<file path="config.mk">
export PLATFORM = sky130hd
export DESIGN_NAME = csi2_packet_parser
export DESIGN_NICKNAME = d
export VERILOG_FILES = /design/src/rtl/csi2_pkg.sv /design/src/rtl/csi2_ecc.sv /design/src/rtl/csi2_packet_parser.sv
export SDC_FILE = /design/constraint.sdc
export NUM_CORES = 1
export LEC_CHECK = 0
export ABC_AREA = 0
export BUFFER_PORTS_ARGS = -buffer_cell sky130_fd_sc_hd__buf_2
export CORE_UTILIZATION = 33
export DETAILED_ROUTE_END_ITERATION = 10
export SYNTH_ARGS = -nofsm -noshare
export SYNTH_HDL_FRONTEND = slang
export SYNTH_HIERARCHICAL = 1
export SYNTH_SLANG_ARGS = --single-unit
</file>
<file path="constraint.sdc">
create_clock -name clk -period 7.7 [get_ports clk]
set_clock_uncertainty 0.2 [all_clocks]
set_input_delay 0.77 -clock clk [delete_from_list [all_inputs] [get_ports clk]]
set_output_delay 0.77 -clock clk [all_outputs]
set_load 0.1 [all_outputs]
</file>
<file path="src/rtl/csi2_pkg.sv">
// Shared constants and types for the CSI-2 receive path: data types,
// header ECC parity masks and the packet parser state encoding.
package csi2_pkg;

    localparam logic [5:0] DT_FRAME_START = 6'h00;
    localparam logic [5:0] DT_FRAME_END   = 6'h01;
    localparam logic [5:0] DT_LONG_MIN    = 6'h10;
    localparam logic [5:0] DT_RAW8        = 6'h2A;

    // Parity bit n is the XOR of the 24-bit header {WC, DI} under mask [n].
    localparam logic [5:0][23:0] ECC_MASKS = {
        24'hEFFC00,   // P5
        24'hDF03F0,   // P4
        24'hB8E38E,   // P3
        24'h749A6D,   // P2
        24'hF2555B,   // P1
        24'hF12CB7    // P0
    };

    typedef enum logic [1:0] {
        IDLE,
        PAYLOAD,
        DISCARD
    } state_t;

endpackage

</file>
<file path="src/rtl/csi2_ecc.sv">
// Combinational CSI-2 packet header parity generator (6-bit Hamming code
// over the 24-bit {WC, DI} header, bit 0 = DI[0]).
module csi2_ecc
    import csi2_pkg::*;
(
    input  logic [23:0] header,
    output logic [5:0]  parity
);

    genvar gi;
    generate
        for (gi = 0; gi < 6; gi++) begin : g_parity
            assign parity[gi] = ^(header & ECC_MASKS[gi]);
        end
    endgenerate

endmodule

</file>
<file path="src/rtl/csi2_packet_parser.sv">
// CSI-2 packet parser: checks header ECC, tracks frame start/end, and
// forwards only the payload words of matching long packets, 4 bytes/cycle.
module csi2_packet_parser
    import csi2_pkg::*;
#(
    parameter logic [5:0]  DATA_TYPE       = DT_RAW8,
    parameter logic [1:0]  VIRTUAL_CHANNEL = 2'd0,
    parameter logic [15:0] MAX_WORD_COUNT  = 16'd640
) (
    input  logic       clk,
    input  logic       reset,
    input  logic [7:0] data_in [0:3],
    input  logic       data_valid,
    output logic [7:0] data_out [0:3],
    output logic       data_enable,
    output logic       frame_start,
    output logic       frame_end,
    output logic       line_start,
    output logic       in_frame,
    output logic       header_error,
    output logic       packet_error
);

    state_t      state_reg, state_next;
    logic [13:0] words_left_reg, words_left_next;
    logic        first_word_reg, first_word_next;
    logic        in_frame_reg, in_frame_next;
    logic        data_enable_reg, data_enable_next;
    logic        line_start_reg, line_start_next;
    logic        frame_start_reg, frame_start_next;
    logic        frame_end_reg, frame_end_next;
    logic        header_error_reg, header_error_next;
    logic        packet_error_reg, packet_error_next;
    logic        load_data;
    logic [7:0]  data_out_reg [0:3];

    // Header fields are only meaningful on the first valid cycle of a burst (IDLE).
    logic [7:0]  hdr_di;
    logic [15:0] hdr_wc;
    logic [5:0]  hdr_parity;
    logic        hdr_ecc_ok;
    logic        hdr_match;
    logic        hdr_wc_bad;

    assign hdr_di     = data_in[0];
    assign hdr_wc     = {data_in[2], data_in[1]};
    assign hdr_ecc_ok = (data_in[3] == {2'b00, hdr_parity});
    assign hdr_match  = (hdr_di[7:6] == VIRTUAL_CHANNEL) && (hdr_di[5:0] == DATA_TYPE)
                        && in_frame_reg;
    assign hdr_wc_bad = (hdr_wc == 16'd0) || (hdr_wc[1:0] != 2'b00)
                        || (hdr_wc > MAX_WORD_COUNT);

    csi2_ecc u_ecc (
        .header (hdr_wc_di()),
        .parity (hdr_parity)
    );

    function automatic logic [23:0] hdr_wc_di();
        return {hdr_wc, hdr_di};
    endfunction

    // Next-state and next-output decode; single-cycle pulses default low.
    always_comb begin
        state_next        = state_reg;
        words_left_next   = words_left_reg;
        first_word_next   = first_word_reg;
        in_frame_next     = in_frame_reg;
        data_enable_next  = 1'b0;
        line_start_next   = 1'b0;
        frame_start_next  = 1'b0;
        frame_end_next    = 1'b0;
        header_error_next = 1'b0;
        packet_error_next = 1'b0;
        load_data         = 1'b0;

        case (state_reg)
            IDLE: begin
                if (data_valid) begin
                    state_next = DISCARD;
                    if (!hdr_ecc_ok) begin
                        header_error_next = 1'b1;
                    end else if (hdr_di[5:0] == DT_FRAME_START) begin
                        frame_start_next = 1'b1;
                        in_frame_next    = 1'b1;
                    end else if (hdr_di[5:0] == DT_FRAME_END) begin
                        frame_end_next = 1'b1;
                        in_frame_next  = 1'b0;
                    end else if ((hdr_di[5:0] >= DT_LONG_MIN) && hdr_match) begin
                        if (hdr_wc_bad) begin
                            packet_error_next = 1'b1;
                        end else begin
                            words_left_next = hdr_wc[15:2];
                            first_word_next = 1'b1;
                            state_next      = PAYLOAD;
                        end
                    end
                end
            end
            PAYLOAD: begin
                if (data_valid) begin
                    data_enable_next = 1'b1;
                    load_data        = 1'b1;
                    line_start_next  = first_word_reg;
                    first_word_next  = 1'b0;
                    words_left_next  = words_left_reg - 14'd1;
                    // Remaining burst bytes (CRC, padding) are dropped in DISCARD.
                    if (words_left_reg == 14'd1) begin
                        state_next = DISCARD;
                    end
                end else begin
                    packet_error_next = 1'b1;
                    state_next        = IDLE;
                end
            end
            DISCARD: begin
                if (!data_valid) begin
                    state_next = IDLE;
                end
            end
            default: state_next = IDLE;
        endcase
    end

    // State and registered control outputs; reset silently aborts any packet.
    always_ff @(posedge clk) begin
        if (reset) begin
            state_reg        <= IDLE;
            words_left_reg   <= '0;
            first_word_reg   <= 1'b0;
            in_frame_reg     <= 1'b0;
            data_enable_reg  <= 1'b0;
            line_start_reg   <= 1'b0;
            frame_start_reg  <= 1'b0;
            frame_end_reg    <= 1'b0;
            header_error_reg <= 1'b0;
            packet_error_reg <= 1'b0;
        end else begin
            state_reg        <= state_next;
            words_left_reg   <= words_left_next;
            first_word_reg   <= first_word_next;
            in_frame_reg     <= in_frame_next;
            data_enable_reg  <= data_enable_next;
            line_start_reg   <= line_start_next;
            frame_start_reg  <= frame_start_next;
            frame_end_reg    <= frame_end_next;
            header_error_reg <= header_error_next;
            packet_error_reg <= packet_error_next;
        end
    end

    genvar gi;
    generate
        for (gi = 0; gi < 4; gi++) begin : g_lane
            // Payload byte register per lane; holds its value between words.
            always_ff @(posedge clk) begin
                if (reset) begin
                    data_out_reg[gi] <= 8'h00;
                end else if (load_data) begin
                    data_out_reg[gi] <= data_in[gi];
                end
            end
            assign data_out[gi] = data_out_reg[gi];
        end
    endgenerate

    assign data_enable  = data_enable_reg;
    assign line_start   = line_start_reg;
    assign frame_start  = frame_start_reg;
    assign frame_end    = frame_end_reg;
    assign in_frame     = in_frame_reg;
    assign header_error = header_error_reg;
    assign packet_error = packet_error_reg;

endmodule

</file>
==> results of run 1 <==
cells in the mapped netlist, types with 3 or more instances:
| library cell | count | area (um^2) |
|---|---|---|
| a21oi_1 | 17 | 85.08 |
| a31oi_1 | 5 | 31.28 |
| and3_1 | 31 | 193.9 |
| buf_2 | 3 | 15.01 |
| clkbuf_1 | 13 | 48.80 |
| dfxtp_1 | 24 | 480.5 |
| edfxtp_1 | 32 | 960.9 |
| inv_1 | 3 | 11.26 |
| nand2_1 | 24 | 90.09 |
| nand2b_1 | 5 | 31.28 |
| nand3_1 | 10 | 50.05 |
| nand4_1 | 4 | 25.02 |
| nor2_1 | 22 | 82.58 |
| nor2b_1 | 4 | 25.02 |
| nor3_1 | 11 | 55.05 |
| nor4_1 | 7 | 43.79 |
| o21ai_0 | 19 | 95.09 |
| o31ai_1 | 5 | 37.54 |
| xnor2_1 | 27 | 236.5 |
| xnor3_1 | 9 | 202.7 |
| xor2_1 | 8 | 70.07 |
area by class of cell:
class / count / area, um^2
Sequential cell: 56 / 1441
Tap cell: 129 / 161.4
Multi-Input combinational cell: 243 / 1708
Inverter: 3 / 11.26
Timing Repair Buffer: 75 / 380.4
Clock buffer: 5 / 68.82
Clock inverter: 3 / 68.82
Fill cell: 927 / 5488
where the power goes:
| group | internal [mW] | switching (mW) |
|---|---|---|
| logic | 0.0851 | 0.114 |
| clock network | 0.131 | 0.0976 |
| registers | 0.321 | 0.00185 |
critical path, delay by kind of cell:
family / cells / cell delay (ns)
XOR/XNOR: 4 / 1.22
AND/OR/NAND/NOR: 3 / 0.41
buffers and inverters: 1 / 0.15
AO/OA/AOI/OAI: 2 / 1.04
kinds of logic after synthesis:
group,count (synthesis),synth area share [%]
compound gates,63,12.37
xor+xnor,46,17.39
fa+ha+maj,2,0.7778
buf+inv,19,2.334
flops,56,44.81
mux,2,0.6224
simple gates,130,21.70
path summary, 6_finish.rpt:
path	start	end	slack, ns	depth (start not counted)
max	data_in[21]	words_left_reg[13]$_SDFFE_PP0P_	4.13	10
min	words_left_reg[10]$_SDFFE_PP0P_	words_left_reg[10]$_SDFFE_PP0P_	0.28	2
max reg2reg	state_reg[0]$_SDFFE_PP0P_	data_out_reg[1][6]$_SDFFCE_PN0P_	4.98	4
min reg2reg	words_left_reg[10]$_SDFFE_PP0P_	words_left_reg[10]$_SDFFE_PP0P_	0.28	2
layer usage:
| layer | global-route usage (%) | vias up |
|---|---|---|
| li1 | - | 1300 |
| met1 | 22.04 | 1288 |
| met2 | 30.66 | 100 |
| met3 | 2.843 | 11 |
| met4 | 5.463 | 0 |
| met5 | 0 | - |
==> results.txt, run 1 <==
Post-Syn Instances: 318
EDFF count, synth: 32
Inst Count DP: 506
Avg Vias per Cell: 5.251
H-tree depth: 2
first-pass GRT wire length: 13520 um
total track usage: 17.51%
setup TNS: 0 ns
gr ovfl total: 0
Iter 0 DRT Violations: 209
routed wl met2: 4158 um
max incr delay on CP: 0.74 ns
crit path capture type: flip-flop
worst slew pin tran: 0.9965 ns
max reg flops: 32
drt pass-1 iters: 5
post-place instance area: 3702 um^2
CTS Buf Count: 5
clk_lat worst skew: 0.31 ns
Max-Cap Viols: 0
post-layout util: 41.17%
total power: 751.1 uW
placer congestion estimate: 0.8251
maximum vdd drop: 0.0001216 V
final worst path period share: 46.37%
# diodes: 0
async set-reset flop share out of synthesis: 0%
Post-synth top flop: edfxtp_1
most frequent cell on the critical path: xnor3_1
Post-Syn Area per Cell: 10.12 um^2
CTS Sinks: 56
Post-Place Setup Slack: 3.847 ns
commonest non-fill, non-tap cell in the layout: buf_2
Worst Path Arrival: 3.60 ns
layout cells sized above 1: 24.68%
PortBufs: 73
WL per Instance: 16.56 um
highest routed layer: met4
most frequent cells in the layout: buf_2 (73), edfxtp_1 (32), and3_1 (31), xnor2_1 (27)
Synth Cell Area: 3217 um^2
cells along the critical path: buf_2 > xnor3_1 > xor2_1 > xnor3_1 > xnor2_1 > nand4_1 > nor3_1 > a21oi_1 > nor2_1 > a311oi_1
Power Density: 195.6 nW/um^2
setup bufs post-CTS: 0
Fmax achieved: 280.1 MHz
Core ar.: 9328 um^2
worst endpoint required time: 7.73 ns
Routed Antenna Nets: 0
DIE AREA: 10150 um^2
fin. max-slew vios: 0
final wirelength: 8514 um
post-layout min period: 3.571 ns
Initial Util: 34.49%
final hold slack: 0.2776 ns
CTS tree: yes
post-route cell area: 3840 um^2
Yosys Warn Count: 6
initial antenna violation count: 0
Row Count: 35
Max Fanout on Critical Path: 12
clk buf depth: 2
RSZ-0062 raised after global routing: false
Residual DRC: 0
outcome: completed
CTS clk-pin slew, worst paths: 0.10 ns
Final Hold Fails: 0
final setup vio count: 0
Slew headroom: 33.56%
CP Launch Type: input pin
DR WL met3: 454 um
Chip Height: 100.7 um
Yosys cell types: 48
largest net degree at the start of global routing: 49
cts hold-fix bufs: 0
Top-Level Pins: 74
Syn-to-layout area delta: 19.37%
Synthesized Nets: 355
DP HPWL: 6207 um
CTS root buf: clkbuf_8
final setup margin: 4.129 ns
Synth Register Bits: 56
# nets final: 421
fin cells: 514
worst hold path type: reg -> reg
total number of vias: 2699
post-CTS sizing: 0
static leakage: 1.651 nW
M1 wire length: 3761 um
Die W: 100.7 um
vias in the first global route: 2595
Worst Setup Path Type: in -> reg
register area share after synthesis: 44.81%
slowest CP cell: a21oi_1
Power figures use the tool's default switching activity.
==> inputs of run 2 (changes only) <==
==> constraint.sdc (replaced) <==
create_clock -name clk -period 2.9 [get_ports clk]
set_clock_uncertainty 0.2 [all_clocks]
set_input_delay 0.29 -clock clk [delete_from_list [all_inputs] [get_ports clk]]
set_output_delay 0.29 -clock clk [all_outputs]
set_load 0.1 [all_outputs]
==> run 2 against run 1 <==
  * Sequential power increased to 2.7 times the previous value
  * Critical path depth increased by 1
  * Worst setup slack got worse by 3.9 ns
  * Design area increased by 4.5%
  * Combinational power increased to 2.8 times the previous value
  * Cell count increased by 5.6%
  * Hold slack got worse by 0.18 ns
  * Power increased by 150%
  * Routed wire length increased by 5.7%
  * Clock power increased by 93%
  * Highest routed layer unchanged
==> results.txt, run 2 (same netlist as run 1, synthesis figures left out) <==
DP HPWL: 6596 um (was 6207 um)
# nets final: 450 (was 421)
clk_lat worst skew: 0.31 ns (about the same)
most frequent cells in the layout: buf_2 (73), edfxtp_1 (32), and3_1 (31), buf_4 (31), xnor2_1 (27) (was buf_2 (73), edfxtp_1 (32), and3_1 (31), xnor2_1 (27))
RSZ-0062 raised after global routing: false (unchanged)
crit path capture type: flip-flop (unchanged)
Fmax achieved: 377.7 MHz
Power Density: 464.0 nW/um^2 (was 195.6 nW/um^2)
Residual DRC: 0 (unchanged)
worst hold path type: in -> reg (was reg -> reg)
Top-Level Pins: 74 (unchanged)
Die W: 100.7 um (unchanged)
Max-Cap Viols: 0 (unchanged)
layout cells sized above 1: 30.19% (was 24.68%)
initial antenna violation count: 0 (unchanged)
CTS Sinks: 56 (unchanged)
worst slew pin tran: 0.9250 ns (was 0.9965 ns)
Seq pwr share: 46.0% (was 43.0%)
clock power share: 23.7% (was 30.4%)
post-layout min period: 2.647 ns
static leakage: 1.769 nW (was 1.651 nW)
Max Fanout on Critical Path: 5 (was 12)
filler cell count in the final layout: 915 (was 927)
final hold slack: 0.09403 ns (was 0.2776 ns)
Internal: 1.275 mW (was 537.1 uW)
Avg Vias per Cell: 5.192 (was 5.251)
Routed Antenna Nets: 0 (unchanged)
post-route cell area: 4014 um^2 (was 3840 um^2)
final setup vio count: 0 (unchanged)
R2R depth: 8 (was 4)
Net Sw Frac: 31.51% (was 28.49%)
first-pass GRT wire length: 14040 um (was 13520 um)
largest net degree at the start of global routing: 48 (was 49)
Final Hold Fails: 0 (unchanged)
DIE AREA: 10150 um^2 (unchanged)
H-tree depth: 2 (unchanged)
CTS Buf Count: 5 (unchanged)
Iter 0 DRT Violations: 203 (was 209)
Worst Setup Path Type: in -> reg (unchanged)
outcome: completed (unchanged)
drt pass-1 iters: 5 (unchanged)
Gate power share: 30.3% (was 26.6%)
total number of vias: 2819 (was 2699)
gr ovfl total: 0 (unchanged)
R2R Setup Slk: 0.78 ns (was 4.98 ns)
hold path cells: 2 (unchanged)
post-place instance area: 3915 um^2 (was 3702 um^2)
Syn-to-layout area delta: 24.78% (was 19.37%)
fin. max-slew vios: 0 (unchanged)
max reg flops: 32 (unchanged)
PortBufs: 73 (unchanged)
CTS clk-pin slew, worst paths: 0.11 ns (was 0.10 ns)
Slew headroom: 38.33% (was 33.56%)
Inst Count DP: 535 (was 506)
Core ar.: 9328 um^2 (unchanged)
# diodes: 0 (unchanged)
fin cells: 543 (was 514)
NetSw: 586.9 uW (was 214.0 uW)
final wirelength: 8998 um (was 8514 um)
Row Count: 35 (unchanged)
final worst path period share: 91.29%
total track usage: 18.07% (was 17.51%)
placer congestion estimate: 0.8931 (was 0.8251)
CTS root buf: clkbuf_8 (unchanged)
CP Launch Type: input pin (unchanged)
worst endpoint required time: 2.88 ns (was 7.73 ns)
maximum vdd drop: 0.0002430 V (was 0.0001216 V)
Chip Height: 100.7 um (unchanged)
vias in the first global route: 2731 (was 2595)
Initial Util: 34.49% (unchanged)
Worst Path Arrival: 2.63 ns (was 3.60 ns)
WL per Instance: 16.57 um (was 16.56 um)
setup bufs post-CTS: 0 (unchanged)
CTS tree: yes (unchanged)
clk buf depth: 2 (unchanged)
commonest non-fill, non-tap cell in the layout: buf_2 (unchanged)
-- run 2: worst paths after layout --
| path | from | end |
|---|---|---|
| worst min register to register | words_left_reg[10]$_SDFFE_PP0P_ | words_left_reg[10]$_SDFFE_PP0P_ |
| worst max register to register | in_frame$_SDFFE_PP0P_ | words_left_reg[5]$_SDFFE_PP0P_ |
| worst min-delay path | data_in[7] | data_out_reg[3][7]$_SDFFCE_PN0P_ |
| worst max-delay path | data_in[15] | words_left_reg[4]$_SDFFE_PP0P_ |
-- run 2: layout make-up --
cell class / instances / area, um^2 / area share, %
clock inverters: 3 / 21.27 / 0.5299
clock buffers: 5 / 68.82 / 1.714
inverters: 3 / 11.26 / 0.2805
flip-flops and latches: 56 / 1441 / 35.91
well taps: 129 / 161.4 / 4.021
multi-input cells: 243 / 1712 / 42.64
repair buffers: 104 / 598.1 / 14.90
-- run 2: what timing repair did --
item                       in CTS  in global routing
hold buffers                    0                  0
resized for setup               0                  2
setup endpoints to repair       0                 10
-- run 2: power groups by stage --
stage	Clock [mW]	Sequential, mW	Combinational, mW
6_report	0.441	0.858	0.564
5_1_grt	0.485	0.860	0.599
4_1_cts	0.450	0.858	0.560
3_5_place_dp	0	0.876	0.557
3_3_place_gp	0	0.876	0.557
2_1_floorplan	0	1.00	0.293
-- run 2: worst max-delay path, cell delays in order --
cell	delay [ns]
buf_2	0.13
xor2_1	0.19
xnor3_1	0.45
xnor3_1	0.38
xnor2_1	0.17
nand4_1	0.15
nor3_2	0.16
a21oi_1	0.16
buf_4	0.19
o31ai_1	0.24
a21oi_1	0.10
-- run 2: per-layer routing --
| layer | track usage, % | wire length (um) | share of wire, % |
|---|---|---|---|
| met5 | 0 | 0 | 0 |
| met4 | 4.125 | 52 | 0.58 |
| met3 | 3.051 | 466 | 5.2 |
| met2 | 31.82 | 4535 | 50 |
| met1 | 23.12 | 3944 | 44 |
-- run 2: through the flow --
step / TNS, ns / total power, mW / setup slack [ns] / utilization (%)
after floorplan: 0 / 1.293 / 0.1799 / -
after global placement: -0.6169 / 1.433 / -0.06773 / 41.97
after detailed placement: -1.627 / 1.433 / -0.1317 / 41.97
after CTS: 0 / 1.868 / 0.1680 / 42.94
after global routing: 0 / 1.944 / 0.05880 / 43.03
final: 0 / 1.862 / 0.2527 / 43.03
